<file path="config.mk">
export PLATFORM = sky130hd
export DESIGN_NAME = fifo_wr_arbiter_flat
export DESIGN_NICKNAME = d
export VERILOG_FILES = /design/src/rtl/fifo_wr_arbiter_if.sv /design/src/rtl/fifo_wr_arbiter.sv /design/src/flat_wrapper.sv
export SDC_FILE = /design/constraint.sdc
export NUM_CORES = 1
export LEC_CHECK = 0
export BUFFER_PORTS_ARGS = -buffer_cell sky130_fd_sc_hd__clkbuf_2
export CAP_MARGIN = 20
export CORE_MARGIN = 3
export CORE_UTILIZATION = 42
export DETAILED_ROUTE_END_ITERATION = 12
export PLACE_DENSITY = 0.88
export SLEW_MARGIN = 40
export SYNTH_ARGS = -nofsm -noshare
export SYNTH_HDL_FRONTEND = slang
export SYNTH_SLANG_ARGS = --single-unit
</file>
<file path="constraint.sdc">
create_clock -name clk_i -period 4.45 [get_ports clk_i]
set_input_delay 0.445 -clock clk_i [delete_from_list [all_inputs] [get_ports clk_i]]
set_output_delay 0.445 -clock clk_i [all_outputs]
set_load 0.02 [all_outputs]
</file>
<file path="src/rtl/fifo_wr_arbiter_if.sv">
// Write-side bundle between NUM_REQ producers, the arbiter and one sync_fifo write port.
// slave = arbiter side, master = producers/FIFO side.
interface fifo_wr_arbiter_if #(
    parameter int NUM_REQ    = 4,
    parameter int DATA_WIDTH = 8
);
    localparam int ID_WIDTH = $clog2(NUM_REQ);

    logic [NUM_REQ-1:0]            req_valid_i;
    logic [NUM_REQ*DATA_WIDTH-1:0] req_data_i;
    logic [NUM_REQ-1:0]            req_last_i;
    logic [NUM_REQ-1:0]            req_ready_o;
    logic                          fifo_valid_o;
    logic [DATA_WIDTH-1:0]         fifo_data_o;
    logic                          fifo_ready_i;
    logic [ID_WIDTH-1:0]           grant_id_o;

    modport slave (
        input  req_valid_i, req_data_i, req_last_i, fifo_ready_i,
        output req_ready_o, fifo_valid_o, fifo_data_o, grant_id_o
    );

    modport master (
        output req_valid_i, req_data_i, req_last_i, fifo_ready_i,
        input  req_ready_o, fifo_valid_o, fifo_data_o, grant_id_o
    );
endinterface

</file>
<file path="src/rtl/fifo_wr_arbiter.sv">
// Round-robin arbiter onto one FIFO write port; FIFO_ARB_BURST_LOCK_EN holds the grant until req_last_i.
// Latency: beat accepted in cycle N is on fifo_valid_o/fifo_data_o in cycle N+1, one beat per cycle.
// Backpressure: with the stage full and fifo_ready_i low, req_ready_o is all zero and the stage is frozen.
module fifo_wr_arbiter #(
    parameter int NUM_REQ    = 4,
    parameter int DATA_WIDTH = 8
) (
    input  logic               clk_i,
    input  logic               rstn_i,
    fifo_wr_arbiter_if.slave   bus
);
    localparam int ID_WIDTH = $clog2(NUM_REQ);

    typedef struct packed {
        logic [ID_WIDTH-1:0]   id;
        logic [DATA_WIDTH-1:0] dat;
    } beat_t;

    logic                  out_vld_q, out_vld_d;
    beat_t                 out_beat_q, out_beat_d;
    logic [ID_WIDTH-1:0]   last_grant_q, last_grant_d;

    logic [NUM_REQ-1:0]    cand;
    logic                  win_vld;
    logic [ID_WIDTH-1:0]   win_id;
    logic [ID_WIDTH-1:0]   scan_idx;
    logic [DATA_WIDTH-1:0] win_dat;
    logic                  load_ok;
    logic                  accept;

`ifdef FIFO_ARB_BURST_LOCK_EN
    typedef enum logic {UNLOCKED, LOCKED} lock_state_e;

    lock_state_e           lock_state_q, lock_state_d;
    logic [ID_WIDTH-1:0]   lock_id_q, lock_id_d;

    // While a burst owns the port, nobody else is even a candidate.
    always_comb begin
        cand = bus.req_valid_i;
        if (lock_state_q == LOCKED) begin
            cand = bus.req_valid_i & (NUM_REQ'(1) << lock_id_q);
        end
    end

    always_comb begin
        lock_state_d = lock_state_q;
        lock_id_d    = lock_id_q;
        case (lock_state_q)
            UNLOCKED: begin
                if (accept && !bus.req_last_i[win_id]) begin
                    lock_state_d = LOCKED;
                    lock_id_d    = win_id;
                end
            end
            LOCKED: begin
                if (accept && bus.req_last_i[win_id]) begin
                    lock_state_d = UNLOCKED;
                end
            end
            default: lock_state_d = UNLOCKED;
        endcase
    end

    always_ff @(posedge clk_i or negedge rstn_i) begin
        if (!rstn_i) begin
            lock_state_q <= UNLOCKED;
            lock_id_q    <= '0;
        end else begin
            lock_state_q <= lock_state_d;
            lock_id_q    <= lock_id_d;
        end
    end
`else
    logic unused_last;

    assign cand        = bus.req_valid_i;
    assign unused_last = ^bus.req_last_i;
`endif

    // Scan from the slot after the last winner, wrapping, first candidate wins.
    always_comb begin
        win_vld  = 1'b0;
        win_id   = '0;
        scan_idx = '0;
        for (int k = 1; k <= NUM_REQ; k++) begin
            scan_idx = ID_WIDTH'((int'(last_grant_q) + k) % NUM_REQ);
            if (!win_vld && cand[scan_idx]) begin
                win_vld = 1'b1;
                win_id  = scan_idx;
            end
        end
    end

    assign win_dat = bus.req_data_i[int'(win_id)*DATA_WIDTH +: DATA_WIDTH];
    assign load_ok = !out_vld_q || bus.fifo_ready_i;
    assign accept  = win_vld && load_ok;

    assign bus.req_ready_o  = accept ? (NUM_REQ'(1) << win_id) : '0;
    assign bus.fifo_valid_o = out_vld_q;
    assign bus.fifo_data_o  = out_beat_q.dat;
    assign bus.grant_id_o   = out_beat_q.id;

    always_comb begin
        out_vld_d    = out_vld_q;
        out_beat_d   = out_beat_q;
        last_grant_d = last_grant_q;
        if (accept) begin
            out_vld_d      = 1'b1;
            out_beat_d.id  = win_id;
            out_beat_d.dat = win_dat;
            last_grant_d   = win_id;
        end else if (bus.fifo_ready_i) begin
            out_vld_d = 1'b0;
        end
    end

    always_ff @(posedge clk_i or negedge rstn_i) begin
        if (!rstn_i) begin
            out_vld_q    <= 1'b0;
            out_beat_q   <= '0;
            last_grant_q <= ID_WIDTH'(NUM_REQ - 1);
        end else begin
            out_vld_q    <= out_vld_d;
            out_beat_q   <= out_beat_d;
            last_grant_q <= last_grant_d;
        end
    end
endmodule

</file>
<file path="src/flat_wrapper.sv">
// flat-port wrapper written by rule: the top's interface ports become plain ports
module fifo_wr_arbiter_flat 
#(
    parameter int NUM_REQ    = 4,
    parameter int DATA_WIDTH = 8
)
  (clk_i, rstn_i, bus_req_valid_i, bus_req_data_i, bus_req_last_i, bus_fifo_ready_i, bus_req_ready_o, bus_fifo_valid_o, bus_fifo_data_o, bus_grant_id_o);
  fifo_wr_arbiter_if #(.NUM_REQ(NUM_REQ), .DATA_WIDTH(DATA_WIDTH)) bus_i ();
  input  logic clk_i;
  input  logic rstn_i;
  input wire logic [$bits(bus_i.req_valid_i)-1:0] bus_req_valid_i;
  input wire logic [$bits(bus_i.req_data_i)-1:0] bus_req_data_i;
  input wire logic [$bits(bus_i.req_last_i)-1:0] bus_req_last_i;
  input wire logic [$bits(bus_i.fifo_ready_i)-1:0] bus_fifo_ready_i;
  output wire logic [$bits(bus_i.req_ready_o)-1:0] bus_req_ready_o;
  output wire logic [$bits(bus_i.fifo_valid_o)-1:0] bus_fifo_valid_o;
  output wire logic [$bits(bus_i.fifo_data_o)-1:0] bus_fifo_data_o;
  output wire logic [$bits(bus_i.grant_id_o)-1:0] bus_grant_id_o;
  assign bus_i.req_valid_i = bus_req_valid_i;
  assign bus_i.req_data_i = bus_req_data_i;
  assign bus_i.req_last_i = bus_req_last_i;
  assign bus_i.fifo_ready_i = bus_fifo_ready_i;
  assign bus_req_ready_o = bus_i.req_ready_o;
  assign bus_fifo_valid_o = bus_i.fifo_valid_o;
  assign bus_fifo_data_o = bus_i.fifo_data_o;
  assign bus_grant_id_o = bus_i.grant_id_o;
  fifo_wr_arbiter #(.NUM_REQ(NUM_REQ), .DATA_WIDTH(DATA_WIDTH)) u_core (.clk_i(clk_i), .rstn_i(rstn_i), .bus(bus_i));
endmodule
</file>
==> results.rst <==
.. list-table::
   :header-rows: 1

   * - Metric
     - Value
   * - Floorplan die width
     - 49.53 um
   * - Final period util
     - 0.5935
   * - I/O Pins
     - 58
   * - Count of different cell masters after synthesis
     - 21
   * - Highest Clock Rate
     - 378.6 MHz
   * - Height of the die
     - 49.53 um
   * - Fin util
     - 0.6241
   * - Maximum VDD drop
     - 226.3 uV
   * - Post-synth top area share
     - 0.3459
   * - Via count of the first global-routing pass
     - 820
   * - Final estimated routing congestion in global placement
     - 0.7775
   * - Hold Fails Final Rpt
     - 0
   * - Largest cells by area after synthesis
     - dfrtp_1, mux2i_1, o221ai_1
   * - Remaining global-route overflow
     - 0
   * - Antenna violations before repair
     - 0
   * - Worst Hold Class
     - input port to async pin
   * - Dominant cell by count in the synthesized netlist
     - mux2i_1
   * - Port buffer count
     - 53
   * - Ant diodes
     - 0
   * - Number of warning messages in the yosys log
     - 0
   * - Storage element area
     - 327.8 sq um
   * - Leading post-synthesis cells by instance count
     - mux2i_1, nand2_1, dfrtp_1
   * - Post-CTS sizing
     - 0
   * - Drt total wl
     - 2023 um
   * - Shortest clock period the worst path allows after layout
     - 2.641 ns
   * - Total of flip-flops plus latches after synthesis
     - 13
   * - Number of core rows
     - 15
   * - Max Cap Violations
     - 0
   * - Startpoint class of the critical path
     - flip-flop
   * - Total standard cell area after synthesis
     - 795.8 sq um
   * - Max clock buf depth
     - 2
   * - Primary FF master, synth
     - dfrtp_1
   * - Pre-Repair DR Iteration Count
     - 2
   * - Cell taking the most area after synthesis
     - dfrtp_1
   * - Relative slew margins
     - 0.6125
   * - Number of buffers inserted for hold repair after clock tree synthesis
     - 0
   * - Latest clock arrival within the worst-skew pair
     - 0.26 ns
   * - Total buffers and inverters traversed by the critical path
     - 2
   * - DRT antenna net count
     - 0
   * - Die Footprint
     - 2453 sq um
   * - Setup Fix Bufs, Post-CTS
     - 0
   * - Clk sinks
     - 13
   * - Number of synthesized flops with an enable pin
     - 0
   * - CP peak stage delay
     - 0.59 ns
   * - Layout net count
     - 177
   * - Post-route DRC
     - 0
   * - Routed wire per std cell
     - 12.80 um
   * - Static Leak
     - 0.6008 nW
   * - Portion of the post-synthesis area used by sequential elements
     - 0.4119
   * - Post-DR vias/cell
     - 5.044
   * - Proportion of synthesized flip-flops having asynchronous set or reset
     - 1.000
   * - Clock tree from TritonCTS
     - done
   * - Unrepaired setup endpoints after global routing
     - no
   * - Cell Chain, Critical Path
     - nand2b_1 > a21oi_1 > o221ai_2 > buf_4 > nor2b_1 > clkbuf_2
   * - Total count of max-transition violations in the final report
     - 0
   * - Syn Nets
     - 122
   * - Cell with the largest stage delay on the worst path
     - dfstp_2
   * - Gr usage total
     - 0.1741
   * - Crit Path Max Fanout
     - 14
   * - Clock slew seen by the registers of the worst setup and hold paths
     - 0.08 ns
   * - Final setup violating endpoints
     - 0
   * - Aggregate negative setup slack
     - 0 ns
   * - Worst clock skew
     - 0.001674 ns
   * - CP arrival
     - 2.20 ns
   * - Synthesis-to-finish area growth
     - 38.37%
   * - Sort of element at the end of the critical path
     - primary output
   * - Share of post-route cells with drive strength above 1
     - 0.4737
   * - Required time of the critical path
     - 4.01 ns
   * - H-tree levels
     - 1
   * - Footprint of the multi-input gates
     - 427.9 sq um
   * - Root buffer cell
     - clkbuf_4
   * - Initial Utilization
     - 0.4511
   * - Area of the core
     - 1764 sq um
   * - Syn Inst Count
     - 79
   * - Slew at the pin with the worst max-slew slack
     - 0.5812 ns
   * - CP Class
     - flip-flop to primary output
   * - DP Wirelength
     - 1691 um
   * - Wire length of the first global-routing pass
     - 3381 um
   * - P per Cell Area
     - 382.0 nW/um^2
   * - Outcome
     - completed
   * - Post-synthesis area per instance
     - 10.07 sq um
   * - Via Count
     - 797
   * - Crit-path leading delay family
     - flip-flops
   * - Largest net degree at the start of global routing
     - 16
   * - Number of fill cells in the layout
     - 176
   * - Violation count after the first detailed-routing iteration
     - 5
   * - Total CTS buffers
     - 3
-- cell type report --
class	count	area share
Inverter	2	0.006818
Multi-Input combinational cell	59	0.3886
Timing Repair Buffer	55	0.2545
Sequential cell	13	0.2977
Tap cell	25	0.02841
Clock buffer	4	0.02386
-- final timing paths --
path	start	slack, ns	to	cells after the start
max	u_core.last_grant_q[1]	1.81	bus_req_ready_o[1]	6
min	rstn_i	0.06	u_core.bus.fifo_data_o[6]	1
max reg2reg	u_core.last_grant_q[1]	2.32	u_core.bus.fifo_data_o[6]	6
min reg2reg	u_core.bus.grant_id_o[1]	0.48	u_core.bus.grant_id_o[1]	2
max in group asynchronous	rstn_i	4.10	u_core.last_grant_q[0]	1
min in group clk_i	bus_fifo_ready_i	0.46	u_core.bus.fifo_valid_o	3
-- through the flow --
step                instance area [sq um]  worst slack, ns  hold slack, ns  instances  power [mW]
floorplan                           795.8            2.466          0.1494         79      0.2921
global placement                     1075            2.074          0.3466        154      0.3472
detailed placement                   1075            2.023          0.3545        154      0.3547
CTS                                  1101            1.800         0.06606        158      0.4241
global route                         1101            1.673         0.06912        158      0.4494
finish                               1101            1.809         0.05578        158      0.4206
-- cells by family after synthesis --
kind of cell | after synthesis | share of synthesized area
flops | 13 | 0.4119
mux | 17 | 0.2138
compound gates | 16 | 0.1714
buf+inv | 7 | 0.05032
simple gates | 26 | 0.1525
-- where the power goes --
group          total [mW]  leakage (nW)  internal, mW  switching, mW
combinational       0.184         0.434        0.0774          0.107
sequential          0.166         0.151         0.148         0.0182
clock              0.0697        0.0150        0.0346         0.0351
total               0.421         0.601         0.260          0.160
-- flip-flops by register name, indices dropped and copies added (netlist names) --
register	flops
u_core.bus.fifo_data_o	8
u_core.bus.grant_id_o	2
u_core.last_grant_q	2
u_core.bus.fifo_valid_o	1
-- layout by cell type (no fill, tap or decap), drive strengths merged, types with 2 or more instances in the layout --
cell type   n
mux2i      17
a21oi       4
inv         2
dfstp       2
nor2        4
buf         2
clkbuf     57
nor2b       2
o221ai      9
nand2      13
nand2b      4
dfrtp      11
-- per-layer routing --
| layer | share of wire | global-route usage | vias to the layer above |
|---|---|---|---|
| met2 | 0.54 | 0.3150 | 25 |
| met3 | 0.061 | 0.03927 | 2 |
| met5 | 0 | 0 | - |
| li1 | - | - | 399 |
| met4 | 0.0069 | 0.05069 | 0 |
| met1 | 0.39 | 0.2023 | 371 |
(Power assumes the default switching activity.)
